### src/rtl/vend_fsm_param.sv
// Parametrised vending FSM: accumulates quarter-unit credit, vends at PRICE_Q, returns paced change.
// Define VEND_REFUND_EN to add the cancel input, which refunds collected credit as change.
module vend_fsm_param #(
  parameter int unsigned PRICE_Q   = 5,
  parameter int unsigned PULSE_GAP = 0,
  localparam int unsigned CW       = $clog2(PRICE_Q + 4) + 1
) (
  input  logic          CLK,
  input  logic          RES,
  input  logic          quarter,
  input  logic          halfDollar,
  input  logic          dollar,
`ifdef VEND_REFUND_EN
  input  logic          cancel,
`endif
  output logic          guffin,
  output logic          ret_half,
  output logic          ret_quarter,
  output logic          coin_reject,
  output logic [1:0]    state,
  output logic [CW-1:0] credit,
  output logic [CW-1:0] change
);

  typedef enum logic [1:0] {
    StIdle    = 2'd0,
    StCollect = 2'd1,
    StVend    = 2'd2,
    StChange  = 2'd3
  } state_e;

  localparam logic [CW-1:0] Price   = CW'(PRICE_Q);
  localparam logic [7:0]    GapInit = 8'(PULSE_GAP);

  state_e        state_q, state_d;
  logic [CW-1:0] credit_q, credit_d;
  logic [CW-1:0] change_q, change_d;
  logic [CW-1:0] coin_val, new_credit;
  logic [7:0]    gap_q, gap_d;
  logic          reject_q, reject_d;
  logic          any_coin, valid_coin, do_cancel;

  always_comb begin
    any_coin   = quarter | halfDollar | dollar;
    valid_coin = $onehot({quarter, halfDollar, dollar});
    coin_val   = dollar ? CW'(4) : (halfDollar ? CW'(2) : CW'(1));
    new_credit = credit_q + coin_val;
`ifdef VEND_REFUND_EN
    do_cancel  = cancel & (state_q == StCollect);
`else
    do_cancel  = 1'b0;
`endif
  end

  always_comb begin
    state_d     = state_q;
    credit_d    = credit_q;
    change_d    = change_q;
    gap_d       = gap_q;
    reject_d    = any_coin & ~valid_coin;
    guffin      = 1'b0;
    ret_half    = 1'b0;
    ret_quarter = 1'b0;
    unique case (state_q)
      StIdle, StCollect: begin
        if (do_cancel) begin
          // Refund wins over a simultaneous coin, which is then bounced.
          change_d = credit_q;
          credit_d = '0;
          gap_d    = '0;
          state_d  = StChange;
          reject_d = any_coin;
        end else if (valid_coin) begin
          credit_d = new_credit;
          state_d  = (new_credit >= Price) ? StVend : StCollect;
        end
      end
      StVend: begin
        guffin   = 1'b1;
        change_d = credit_q - Price;
        credit_d = '0;
        gap_d    = '0;
        state_d  = (credit_q > Price) ? StChange : StIdle;
        reject_d = any_coin;
      end
      StChange: begin
        reject_d = any_coin;
        if (gap_q != '0) begin
          gap_d = gap_q - 8'd1;
        end else begin
          ret_half    = (change_q >= CW'(2));
          ret_quarter = (change_q == CW'(1));
          change_d    = change_q - (ret_half ? CW'(2) : CW'(1));
          if (change_d == '0) begin
            state_d = StIdle;
            gap_d   = '0;
          end else begin
            gap_d = GapInit;
          end
        end
      end
      default: ;
    endcase
  end

  always_ff @(posedge CLK) begin
    if (!RES) begin
      state_q  <= StIdle;
      credit_q <= '0;
      change_q <= '0;
      gap_q    <= '0;
      reject_q <= 1'b0;
    end else begin
      state_q  <= state_d;
      credit_q <= credit_d;
      change_q <= change_d;
      gap_q    <= gap_d;
      reject_q <= reject_d;
    end
  end

  assign state       = state_q;
  assign credit      = credit_q;
  assign change      = change_q;
  assign coin_reject = reject_q;

endmodule
### config.mk
export PLATFORM = sky130hd
export DESIGN_NAME = vend_fsm_param
export DESIGN_NICKNAME = d
export VERILOG_FILES = /design/src/rtl/vend_fsm_param.sv
export SDC_FILE = /design/constraint.sdc
export NUM_CORES = 1
export LEC_CHECK = 0
export CAP_MARGIN = 20
export CORE_MARGIN = 1
export CORE_UTILIZATION = 54
export CTS_CLUSTER_SIZE = 8
export DETAILED_ROUTE_END_ITERATION = 6
export GPL_ROUTABILITY_DRIVEN = 0
export PLACE_DENSITY = 0.77
export SLEW_MARGIN = 20
export SYNTH_ARGS = -nofsm -noshare
export SYNTH_HDL_FRONTEND = slang
export SYNTH_SLANG_ARGS = --single-unit
### constraint.sdc
create_clock -name CLK -period 3.3 [get_ports CLK]
set_input_delay 0.33 -clock CLK [delete_from_list [all_inputs] [get_ports CLK]]
set_output_delay 0.33 -clock CLK [all_outputs]
set_load 0.01 [all_outputs]
==> impl_metrics.toml <==
[die]
fp.coreArea_mm2 = 0.00252
die_w_um = 53.9
initial_core_util_pct = 57.7
dieArea_mm2 = 0.00291
die_y_um = 53.9
row_count = 18
io-pin-count = 21

[worst_setup_path]
critPathArrivalTime_ns = 2.64
path_cells = "nor4_1 > buf_4 > ha_1 > inv_1 > fa_1 > xnor2_1 > o41a_1 > nor3b_1 > a221oi_1"
worst_path_max_delay_cell = "fa_1"
reg2reg_to = "state[0]$_SDFFE_PN0P_"
end_kind = "register"
required_ns = 3.48
r2r_cells = 9
cp-start-kind = "register"
crit_buf_inv = 2
crit_type = "register to register"
cp_max_fo = 7
timing.rr.start = "change[2]$_SDFFE_PN0P_"
crit_family = "adder cells"
crit_path_max_incr_delay_ns = 0.44
reg2reg_slack_ns = 0.84

[grt]
grt_util_all_layers_pct = 23.6
grt_pass1_vias = 1169
grt_pass1_wl_um = 5020
overflow = 0
antenna_found_initial = 0
grt_max_degree = 15

[sta]
finalCritPeriodShare_pct = 74.5
slew_violations = 0
setup_tns_ns = 0
relSlewSlack_pct = 66.0
worstMarginPinSlew_ns = 0.510
hold_viol_final = 0
setup-violations-final = 0
fin_crit_ns = 2.46
hold_ws_ns = 0.527
fmax_mhz = 407
fin_worst_skew_ns = 0.00704
rsz0062_at_grt = "no"

[drt]
final_antenna_net_count = 0
drc = 0
route.vias.total = 1336
drt_pass1_iterations = 4
drt-total-wl_um = 3100
avgRoutedWirePerCell_um = 13.6
first_iter_violations = 18
routed_via_density = 5.86

[clocking]
root_buffer = "clkbuf_4"
post_cts_buffers = 0
ctsResizeCount = 0
hold_buffers = 0
clk_pin_slew_ns = 0.12
cts_tree = "yes"
cts_max_level = 1
insertion_delay_ns = 0.30
clock-sinks = 21
cts_buffer_depth = 2
numCtsBuffers = 3

[outcome]
status = "finished clean"

[synthesis]
syn_inst = 181
ys_seq_elements = 21
synth_ff_type = "dfxtp_1"
syn-num-nets = 198
synth_seq_area_share_pct = 28.9
syn_area_per_cell_um2 = 8.04
syn-cell-area_mm2 = 0.00146
synth_edf_count = 0
synth.distinct_cells = 44
ys_warn_count = 0
synthArstFlopShare_pct = 0

[layout]
fin_util_pct = 66.8
diodes = 0
layout_common_cells = "dfxtp_1, clkdlybuf4s50_1, nor2_1"
final_common_cell = "dfxtp_1"
drive_gt1_share_pct = 5.56
area_growth_pct = 15.8
nets = 216

[place]
dp_hpwl_um = 2320
numPortBuffers = 20

[pwr]
total_power_mw = 0.569
power-per-cell-area_mw_per_mm2 = 338
power_leakage_nw = 0.675
peakVddDrop_mv = 0.223

[min_path]
hold-path-cell-count = 2
hold_class = "register to register"
worstHoldStart = "change[4]$_SDFFE_PN0P_"
min_to = "change[4]$_SDFFE_PN0P_"

[run]
cap_violations = 0
[worst max path at each step]
| stage | startpoint | endpoint | slack [ns] | depth (start not counted) |
|---|---|---|---|---|
| floorplan | change[1]$_SDFFE_PN0P_ | state[0]$_SDFFE_PN0P_ | 0.69 | 8 |
| global placement | dollar | state[0]$_SDFFE_PN0P_ | 0.91 | 9 |
| detailed placement | dollar | state[0]$_SDFFE_PN0P_ | 0.84 | 9 |
| CTS | change[2]$_SDFFE_PN0P_ | state[0]$_SDFFE_PN0P_ | 0.84 | 9 |
| global route | change[2]$_SDFFE_PN0P_ | state[0]$_SDFFE_PN0P_ | 0.70 | 9 |
| finish | change[2]$_SDFFE_PN0P_ | state[0]$_SDFFE_PN0P_ | 0.84 | 9 |
[cells in the mapped netlist, types with 4 or more instances]
master | count | area, µm²
o21ai_0 | 10 | 50.1
nand3_1 | 7 | 35.0
inv_1 | 10 | 37.5
ha_1 | 9 | 113
nand2_1 | 17 | 63.8
a21oi_1 | 14 | 70.1
nor3_1 | 6 | 30.0
dfxtp_1 | 21 | 420
nor2_1 | 18 | 67.6
clkbuf_1 | 5 | 18.8
mux2i_1 | 4 | 40.0
xor2_1 | 5 | 43.8
[flip-flops by register name, summed over array words and instances, names as in the netlist]
| register | cells |
|---|---|
| gap_q | 8 |
| change | 5 |
| credit | 5 |
| state | 2 |
| coin_reject | 1 |
[worst register-to-register path: stages, from the launching register on]
cell	delay, ns
dfxtp_1	0.39
nor4_1	0.30
buf_4	0.19
ha_1	0.13
inv_1	0.05
fa_1	0.44
xnor2_1	0.16
o41a_1	0.34
nor3b_1	0.22
a221oi_1	0.11
[per-layer routing]
layer	share of wire (%)	global-route usage (%)
met1	46	30.6
met2	49	38.9
met3	4.1	3.67
met4	0.48	9.21
met5	0	0
[cells by family after synthesis]
group           Yosys count  share of synthesized area (%)
simple gates             71                           25.4
compound gates           45                           19.5
flops                    21                           28.9
buf+inv                  19                           6.02
fa+ha+maj                12                           11.9
xor+xnor                  8                           4.82
mux                       5                           3.53
[power by group]
part | total (mW) | internal (mW) | switching (mW)
Combinational | 0.158 | 0.0756 | 0.0827
Sequential | 0.284 | 0.264 | 0.0201
Clock | 0.127 | 0.0451 | 0.0819
[per-stage QoR]
stage                     area (µm²)  setup slack (ns)  cells
after detailed placement        1660             0.839    224
after global placement          1660             0.908    224
after global routing            1690             0.696    228
after CTS                       1690             0.843    228
final                           1690             0.841    228
after floorplan                 1460             0.693    181
[cell type report]
cell class                      instances  area, µm²
Clock buffer                            3       22.5
Clock inverter                          1       5.00
Fill cell                             220        837
Inverter                               10       37.5
Multi-Input combinational cell        141        947
Sequential cell                        21        420
Tap cell                               30       37.5
Timing Repair Buffer                   22        215
No activity file was read; power rests on OpenSTA's default activity.
==> edit, RTL diff (same flow settings) <==
Register the output `credit` once more, without a reset; this adds one clock of latency there. The other outputs are not delayed to match.
--- a/src/rtl/vend_fsm_param.sv
+++ b/src/rtl/vend_fsm_param.sv
@@ -120,7 +120,9 @@
   end
 
   assign state       = state_q;
-  assign credit      = credit_q;
+  always_ff @(posedge CLK) begin
+    credit <= credit_q;
+  end
   assign change      = change_q;
   assign coin_reject = reject_q;
 
Behaviour: not the same (Yosys sat finds a counterexample within 4 cycles, from zero or initial values).
==> edit against the original RTL <==
Area after synthesis rose by 7.9%. Sequential cell count rose by 5. Count of clock-buffer cells in the layout unchanged. Non-clock buffer count unchanged. First-iteration DRC count increased to 2.5 times the old value. Critical path depth fell by 3. Worst hold slack worse by 0.081 ns. Wire length grew 5.5%. Die area is 7.6% higher. Design area increased by 8.8%. Clock power is 75% higher. Sequential share of layout area increased by 3.5 points. Setup slack worse by 0.011 ns. Total power grew 50%. Highest routed layer unchanged.
==> edit: results <==
status:
  status: "finished clean"
global_routing:
  grt_pass1_vias: 1279
  grt_usage_pct: 22.4
  grt_pass1_wl_microns: 5570
  grt_max_degree: 25
final_layout:
  fillers: 228
  largest_register: "gap_q"
  drive_gt1_share_pct: 7.69
  nets: 213
power:
  ir_drop_v: 0.000434
  p_leak_nw: 0.758
min_path:
  min_from: "credit_q[4]"
drt:
  initialDrtViolationCount: 45
  vias_per_cell: 5.85
  routedWlPerCell_microns: 14.5
  dr.pass1.iters: 4
yosys:
  synth_flop_cell: "dfxtp_1"
  syn_nets: 195
  ys_warn_count: 0
  synthArstFlopShare_pct: 0
  synthAdderAreaFrac_pct: 11.0
  synth_common_cells: "dfxtp_1, nand2_1, inv_1"
  muxShareOfSynthArea_pct: 1.27
  synth_compound_area_share_pct: 21.8
  yosys-top-cells-area: "dfxtp_1, ha_1, nand2_1"
  synthDistinctLibCells: 51
  synth_xor_area_share_pct: 3.90
  synth-seq-area-share_pct: 33.1
setup_path:
  cp_top_family: "buffers and inverters"
  crit_path_max_fanout: 5
  critical_path.startpoint: "gap_q[0]"
  cp_slowest_stage_delay_ns: 0.57
  cp.arrival_ns: 2.14
  cpMaxStageDelayCell: "clkdlybuf4s50_1"
cts:
  clk_pin_slew_worst_paths_ns: 0.14
  insertion_delay_ns: 0.32
sta:
  setup-violations-final: 0
  worstMarginPinSlew_ns: 0.754
  finalClockSkew_ns: 0.00690
placed_design:
  post-dp-hpwl_microns: 2300
  preCtsSetupSlack_ns: 0.625
==> edit: changes by cell type in the layout (fill, tap and decap cells not counted), moves of 3 or more <==
cell      unedited run  this run
dfxtp_1             21        26
xor2_1               5         2
o21ai_1              3         0
nor2_1              18         6
o21ai_0             10         6
and2_1               3         6
a21oi_1             14         9
a21boi_0             0         5
==> edit: worst reg2reg max path, delay by kind of cell, from the launching register on <==
family,cells,cell delay (ns)
AO/OA/AOI/OAI,3,0.54
adder cells (fa/ha/maj),2,0.62
buffers and inverters,2,0.24
flip-flops,1,0.43
AND/OR/NAND/NOR,2,0.52
==> edit: cells by family after synthesis <==
family                   after synthesis
AND/OR/NAND/NOR                       65
AO/OA/AOI/OAI                         47
flip-flops                            26
buffers and inverters                 19
adder cells (fa/ha/maj)               12
XOR/XNOR                               7
multiplexers                           2
==> edit: metal layers <==
| layer | up-vias | wire, microns | global-route usage, % |
|---|---|---|---|
| li1 | 667 | - | - |
| met1 | 613 | 1460 | 27.8 |
| met2 | 39 | 1650 | 38.9 |
| met3 | 4 | 131 | 2.33 |
| met4 | 0 | 30 | 11.1 |
| met5 | - | 0 | 0 |
==> edit: stage by stage <==
stage                     cell area, sq um  hold slack (ns)  total power [mW]  utilization (%)  instances
after floorplan                       1570            0.330             0.542                -        178
after global placement                1780            0.433             0.624             64.6        222
after detailed placement              1780            0.425             0.631             64.6        222
after CTS                             1830            0.445             0.857             66.5        226
after global routing                  1830            0.468             0.898             66.5        226
final                                 1830            0.446             0.851             66.5        226
==> edit: final timing paths <==
| path | cells after the start | to | slack (ns) |
|---|---|---|---|
| min reg2reg | 0 | credit[4] | 0.45 |
| max reg2reg | 9 | state[0] | 0.84 |
| max | 6 | ret_quarter | 0.83 |
| min | 0 | credit[4] | 0.45 |
==> edit: cell type report <==
type	instances	area [sq um]	share of cell area (%)
Sequential cell	26	520	28.4
Clock inverter	1	30.0	1.64
Timing Repair Buffer	22	215	11.7
Inverter	10	37.5	2.05
Clock buffer	3	22.5	1.23
Tap cell	31	38.8	2.12
Multi-Input combinational cell	133	968	52.8
==> edit: power by group <==
part	internal [mW]	switching (mW)
logic	0.129	0.137
clock network	0.123	0.0991
registers	0.334	0.0297
total	0.585	0.266
